==> config.mk <==
export PLATFORM = sky130hd
export DESIGN_NAME = fetch_unit
export DESIGN_NICKNAME = d
export VERILOG_FILES = /design/src/rtl/mips_pkg.sv /design/src/rtl/next_pc_calc.sv /design/src/rtl/fetch_unit.sv
export SDC_FILE = /design/constraint.sdc
export NUM_CORES = 1
export LEC_CHECK = 0
export ABC_CLOCK_PERIOD_IN_PS = 4500
export CORE_MARGIN = 2
export CORE_UTILIZATION = 30
export CTS_BUF_LIST = sky130_fd_sc_hd__clkbuf_16
export CTS_CLUSTER_SIZE = 10
export DETAILED_ROUTE_END_ITERATION = 12
export PLACE_DENSITY = 0.62
export SYNTH_ARGS = -nofsm -noshare
export SYNTH_HDL_FRONTEND = slang
export SYNTH_SLANG_ARGS = --single-unit
==> constraint.sdc <==
create_clock -name clk -period 4.5 [get_ports clk]
set_clock_uncertainty 0.15 [all_clocks]
set_input_delay 1.125 -clock clk [delete_from_list [all_inputs] [get_ports clk]]
set_output_delay 1.125 -clock clk [all_outputs]
set_load 0.05 [all_outputs]
==> src/rtl/mips_pkg.sv <==
// Shared definitions for the MIPS32 core.
// Holds opcode constants, the fetch FSM state type and the default reset PC.
package mips_pkg;

    localparam logic [5:0] OP_RTYPE = 6'b000000;
    localparam logic [5:0] OP_J     = 6'b000010;
    localparam logic [5:0] OP_BEQ   = 6'b000100;
    localparam logic [5:0] OP_ADDI  = 6'b001000;
    localparam logic [5:0] OP_LW    = 6'b100011;
    localparam logic [5:0] OP_SW    = 6'b101011;

    localparam logic [31:0] DEFAULT_RESET_PC = 32'h0000_0000;

    typedef enum logic [1:0] {
        FETCH = 2'd0,
        ISSUE = 2'd1,
        FAULT = 2'd2
    } fetch_state_t;

    // Branch displacement: sign-extended 16-bit immediate scaled to bytes.
    function automatic logic [31:0] branch_offset(input logic [15:0] imm);
        return {{14{imm[15]}}, imm, 2'b00};
    endfunction

endpackage

==> src/rtl/next_pc_calc.sv <==
// Combinational next-PC selection: jump beats taken branch beats sequential.
// Only the instruction's low 26 bits are needed (jump index / branch immediate).
module next_pc_calc
    import mips_pkg::*;
(
    input  logic [31:0] pc_plus4,
    input  logic [25:0] instr_low,
    input  logic        jump,
    input  logic        branch_taken,
    output logic [31:0] next_pc
);

    always_comb begin
        // NOTE: every always_comb output gets a default first, so no path can infer a latch.
        next_pc = pc_plus4;
        if (jump) begin
            next_pc = {pc_plus4[31:28], instr_low, 2'b00};
        end else if (branch_taken) begin
            next_pc = pc_plus4 + branch_offset(instr_low[15:0]);
        end
    end

endmodule

==> src/rtl/fetch_unit.sv <==
// Instruction-fetch stage: owns the PC, fetches over a req/ack handshake,
// holds the instruction for the core and counts retired instructions.
module fetch_unit
    import mips_pkg::*;
#(
    parameter logic [31:0] RESET_PC = DEFAULT_RESET_PC
) (
    input  logic        clk,
    input  logic        reset,
    output logic        imem_req,
    output logic [31:0] imem_addr,
    input  logic        imem_ack,
    input  logic        imem_err,
    input  logic [31:0] imem_rdata,
    output logic        instr_valid,
    output logic [31:0] instr,
    output logic [5:0]  opcode,
    output logic [31:0] pc,
    output logic [31:0] pc_plus4,
    input  logic        retire,
    input  logic        jump,
    input  logic        branch_taken,
    output logic        fault,
    output logic [31:0] retired_count
);

    fetch_state_t state, state_next;
    logic         capture;
    logic         advance;
    logic [31:0]  next_pc;

    assign imem_addr = pc;
    assign pc_plus4  = pc + 32'd4;
    assign opcode    = instr[31:26];

    next_pc_calc u_next_pc_calc (
        .pc_plus4     (pc_plus4),
        .instr_low    (instr[25:0]),
        .jump         (jump),
        .branch_taken (branch_taken),
        .next_pc      (next_pc)
    );

    always_comb begin
        state_next  = state;
        imem_req    = 1'b0;
        instr_valid = 1'b0;
        fault       = 1'b0;
        capture     = 1'b0;
        advance     = 1'b0;
        unique case (state)
            FETCH: begin
                // Request is suppressed while reset is held so a fetch never leaks out.
                imem_req = !reset;
                if (imem_err) begin
                    state_next = FAULT;
                end else if (imem_ack) begin
                    capture    = 1'b1;
                    state_next = ISSUE;
                end
            end
            ISSUE: begin
                instr_valid = 1'b1;
                if (retire) begin
                    advance    = 1'b1;
                    state_next = FETCH;
                end
            end
            FAULT: begin
                fault = 1'b1;
            end
            default: begin
                state_next = FAULT;
            end
        endcase
    end

    always_ff @(posedge clk or posedge reset) begin
        if (reset) begin
            // NOTE: sequential state uses non-blocking assignments so all registers update together.
            state         <= FETCH;
            pc            <= RESET_PC;
            instr         <= 32'd0;
            retired_count <= 32'd0;
        end else begin
            state <= state_next;
            if (capture) begin
                instr <= imem_rdata;
            end
            if (advance) begin
                pc            <= next_pc;
                retired_count <= retired_count + 32'd1;
            end
        end
    end

endmodule

; ---- Word-level counts from Yosys, hierarchy flattened
; Index checks and enable logic that the tools add are counted.
[totals]
reg_bits = 98
inputBits = 39
out_inout_bits = 169
elab_cells = 29
[op_classes]
add_sub_neg = 3
eq_ne = 4
muxes = 14
bitwise_logic = 1
n_reduce_logical = 3
[ops]
columns = cell, count
row1 = 32-bit 2-to-1 mux, 2
row2 = "32-bit by 1-bit adder with 32-bit output, second input constant", 1
row3 = "32-bit by 3-bit adder with 32-bit output, second input constant", 1
row4 = 32-bit adder, 1
row5 = 1-bit 2-to-1 mux, 8
row6 = 2-bit 2-to-1 mux, 3
row7 = 2-bit one-hot mux with 3 select lines, 1
row8 = "3-bit inequality test, second input constant", 1
row9 = 3-bit AND reduction, 1
row10 = "2-bit by 1-bit == test with 1-bit output, second input constant", 1
row11 = "2-bit == test, second input constant", 1
row12 = 2-bit logical NOT, 1
row13 = "2-bit inequality test, second input constant", 1
row14 = 1-bit logical NOT, 1
row15 = 1-bit inverter, 1

; ---- Depth between registers and ports, before layout
[depth]
depth_word = 4
mapped_depth = 15

; ---- Hierarchy
; Synthesis repeated with hierarchy kept, for this count alone.
[hier_totals]
cells_unflattened = 731
hier_area_um2 = 7044.3
[modules_own_cells]
columns = mod, instances, cells_each, area_each_um2, seq_area_each_um2
row1 = fetch_unit, 1, 394, 4739.5, 2452.4
row2 = next_pc_calc, 1, 337, 2304.7, 0.0

; ---- Worst setup path after synthesis
; No wires, ideal clock.
[synth_timing]
kind = register to register
startpoint = register pc[3] (netlist: imem_addr[3])
endpoint = register pc[31] (netlist: imem_addr[31])
setup_time_ns = 0.073
t_arrival_ns = 4.787
path_slack_ns = -0.510
path_stages_with_launch = 16
synth_period_minus_slack_ns = 5.010
path_cell_list = dfrtp_1 -> ha_1 -> nand3_2 -> or3_2 -> nor4_4 -> nand3_1 -> xnor2_1 -> ha_1 -> clkbuf_1 -> a21oi_1 -> o31ai_1 -> a221o_1 -> a21oi_1 -> o21ai_0 -> o21bai_1 -> nand3_1
[synth_via]
elab_chain_cells = 4
[synth_lines]
columns = item, line
row1 = "start, declared", fetch_unit.sv:18  ; output logic [31:0] pc,
row2 = "start signal, assigned", fetch_unit.sv:91  ; pc <= next_pc;
row3 = 32-bit by 3-bit adder with 32-bit output, fetch_unit.sv:33  ; assign pc_plus4 = pc + 32'd4;
row4 = net pc_plus4[28], fetch_unit.sv:19  ; output logic [31:0] pc_plus4,
row5 = 32-bit adder, next_pc_calc.sv:19  ; next_pc = pc_plus4 + branch_offset(instr_low[15:0]);
row6 = 32-bit 2-to-1 mux, next_pc_calc.sv:18  ; end else if (branch_taken) begin
row7 = 32-bit 2-to-1 mux, next_pc_calc.sv:16  ; if (jump) begin
; The timed path passes the listed nets, and every way through them passes these cells.
; A chain may end at the register's enable or synchronous reset.

; ---- Worst setup path after layout
[layout_timing]
startpoint = register pc[7] (netlist: imem_addr[7])
endpoint = output port pc_plus4[17]
[layout_via]
elab_chain_cells = 1
[layout_lines]
columns = item, line
row1 = 32-bit by 3-bit adder with 32-bit output, fetch_unit.sv:33
row2 = "end, declared", fetch_unit.sv:19
; Every way passes these cells.

==> qor.csv <==
metric,value,unit
R2R depth,14,
Final setup viols,0,
Post-Syn Area,6930,sq um
via count of the first global-routing pass,6099,
clk buf depth,2,
"FFs w/ async S/R, synth",100,%
YS warnings,0,
status,completed,
hpwl dp,16800,um
"commonest non-fill, non-tap cell in the layout",clkdlybuf4s50_1,
CTS buffer count,9,
P&R area growth vs syn,36.5,%
crit path time final,4.34,ns
CP Launch Type,register,
first-pass GRT wire length,34500,um
DRC viols,0,
H-Tree Depth,3,
CTS clock-pin slew for the worst setup and hold paths,0.08,ns
hold path depth,1,
f_max,0.231,GHz
"Core Util, Final",41.8,%
max_slew headroom,34.3,%
Core ar.,22600,sq um
die area,24300,sq um
Least-Margin Pin Slew,0.985,ns
antenna-violating nets left,0,
max cap viols,0,
die span in y,156,um
largest net degree at the start of global routing,54,
Crit path required time,3.22,ns
worst hold path type,register to register,
sequential cell area fraction in the yosys report,34.7,%
CTS root buf,clkbuf_16,
floorplan row count,55,
Detailed Route Iter0 Violations,363,
"Net count, final",1001,
leak pwr,0.00419,uW
clk sinks,96,
Port Buffer Count,201,
Power Dens Cells,366,nW/um^2
first-pass iteration count of the detailed router,4,
WP data arrival,3.06,ns
"Top FF cell, synth",dfrtp_1,
syn avg cell area,9.14,sq um
Antenna Diode Count,0,
RSZ-0062 raised after global routing,yes,
"commonest non-fill, non-tap cells in the layout","clkdlybuf4s50_1 (188), dfrtp_1 (94), nand2_1 (73)",
TritonCTS clock tree,done,
Synth cell types,69,
max-slew violation count,0,
#FFs+latches synth,96,
end of the worst hold path,retired_count[31],
placed instance count,1198,
vias per cell,5.17,
Crit Path Category,register to primary output,
Worst IR Drop VDD,182,uV
Post-synth EDFFs,0,
worst hold start,retired_count[31],
via count,6280,
drt total wl,22300,um
Die W,156,um
area occupied by multi-input gates,4100,sq um
GRT Total Usage,18.2,%
worst hold slack,0.333,ns
Register Area,2400,sq um
filler instances,2203,
IO Pins,208,
Post-Route Setup TNS,0,ns
gpl congestion,0.880,
Initial Utilization,30.6,%
Cells after Synth,758,
total power draw,3460,uW
GRT overflow,0,
Reg2Reg Launch Point,imem_addr[2],
initial antenna violation count,0,
Max Fanout on Critical Path,7,
Worst-Skew Late Latency,0.36,ns
fin crit share,96.4,%
layout cells sized above 1,11.8,%
r2r setup slk,0.23,ns
worst reg2reg path endpoint,imem_addr[31],
Fin. Hold Viols,0,
wire per inst,18.4,um
Non-Filler Instances,1214,
nature of the critical path endpoint,primary output,
-- per-stage QoR --
stage / setup slack, ns / cell area, sq um
2_1_floorplan: -0.0445 / 7010
3_3_place_gp: 0.285 / 9080
3_5_place_dp: 0.219 / 9080
4_1_cts: 0.0380 / 9430
5_1_grt: -0.00775 / 9450
6_report: 0.164 / 9450
-- cell type report --
cell class	instances	share of cell area, %
timing repair buffer	219	22.9
sequential	96	25.4
clock buffer	9	2.38
tap	285	3.77
inverter	18	0.741
clock inverter	7	1.39
multi-input combinational	580	43.4
-- cell usage after synthesis, drive strengths merged, types with 3 or more instances --
cell type	number	area [sq um]
nor4b	3	26.3
xnor2	45	394
dfrtp	96	2400
a21o	17	128
a32oi	3	26.3
a31oi	4	25.0
buf	45	345
mux2i	5	50.1
o211ai	12	90.1
and4	5	43.8
o22ai	8	50.1
clkbuf	24	110
inv	17	63.8
nor3	10	50.1
o21bai	6	45.0
or3	7	46.3
a21oi	44	220
and3	14	88.8
a211oi	5	37.5
nand2	73	274
xor2	34	305
ha	37	463
nor4	9	114
nand3	29	150
a221oi	6	58.8
o211a	3	30.0
o21ai	39	195
o31ai	4	30.0
nand4	16	128
mux2	32	360
or2	3	18.8
nor2	67	254
-- report_power, final --
| group | leakage, uW | internal, uW | switching [uW] |
|---|---|---|---|
| logic | 0.00278 | 522 | 951 |
| registers | 0.00124 | 934 | 117 |
| clock network | 0.000169 | 551 | 382 |
| total | 0.00419 | 2010 | 1450 |
-- metal layers --
layer  up-vias  part of all wire [%]  wire length (um)  global-route usage, %
met4         0                   2.2               481                   6.20
met1      3036                    45             10100                   24.3
met2       190                    48             10600                   30.1
li1       3025                     -                 -                      -
met3        29                   4.9              1100                   3.03
met5         -                     0                 0                      0
-- worst max-delay path, stage by stage, from the launching register on --
cell             delay (ns)
dfrtp_1                0.51
nand4_2                0.20
or3_2                  0.59
nor2_1                 0.15
xor2_1                 0.36
clkdlybuf4s50_1        0.89
-- worst max path at each step --
stage / cells after the start / slack, ns / start / endpoint
6_report: 5 / 0.16 / imem_addr[7] / pc_plus4[17]
5_1_grt: 13 / -0.008 / imem_addr[7] / imem_addr[29]
4_1_cts: 7 / 0.04 / imem_addr[12] / pc_plus4[22]
3_5_place_dp: 14 / 0.22 / imem_addr[2] / imem_addr[31]
3_3_place_gp: 15 / 0.29 / imem_addr[12] / imem_addr[29]
2_1_floorplan: 15 / -0.04 / imem_addr[3] / imem_addr[31]
-- kinds of logic (layout without fill, tap and decap cells) --
kind of cell	after synthesis	after routing	share of synthesized area, %
adders and majority gates	38	38	6.97
xor gates and xnor gates	79	79	10.1
DFF	96	96	34.7
buffers and inverters	87	253	7.55
and+or+nand+nor	244	244	18.1
AOI/OAI and AO/OA	176	176	16.6
other	1	6	0.0541
muxes	37	37	5.93
-- state kept, by name, indices dropped and copies added (netlist names) --
| register | flops |
|---|---|
| imem_addr | 30 |
| instr | 32 |
| retired_count | 32 |
| state | 2 |
-- repair_timing --
item,in CTS,in global routing
endpoints found under the setup margin,1,5
setup buffers,0,0
pin swaps,0,1
resized for setup,1,6
hold buffers,0,0
hold endpoints to repair,0,0
(Power assumes the default switching activity.)
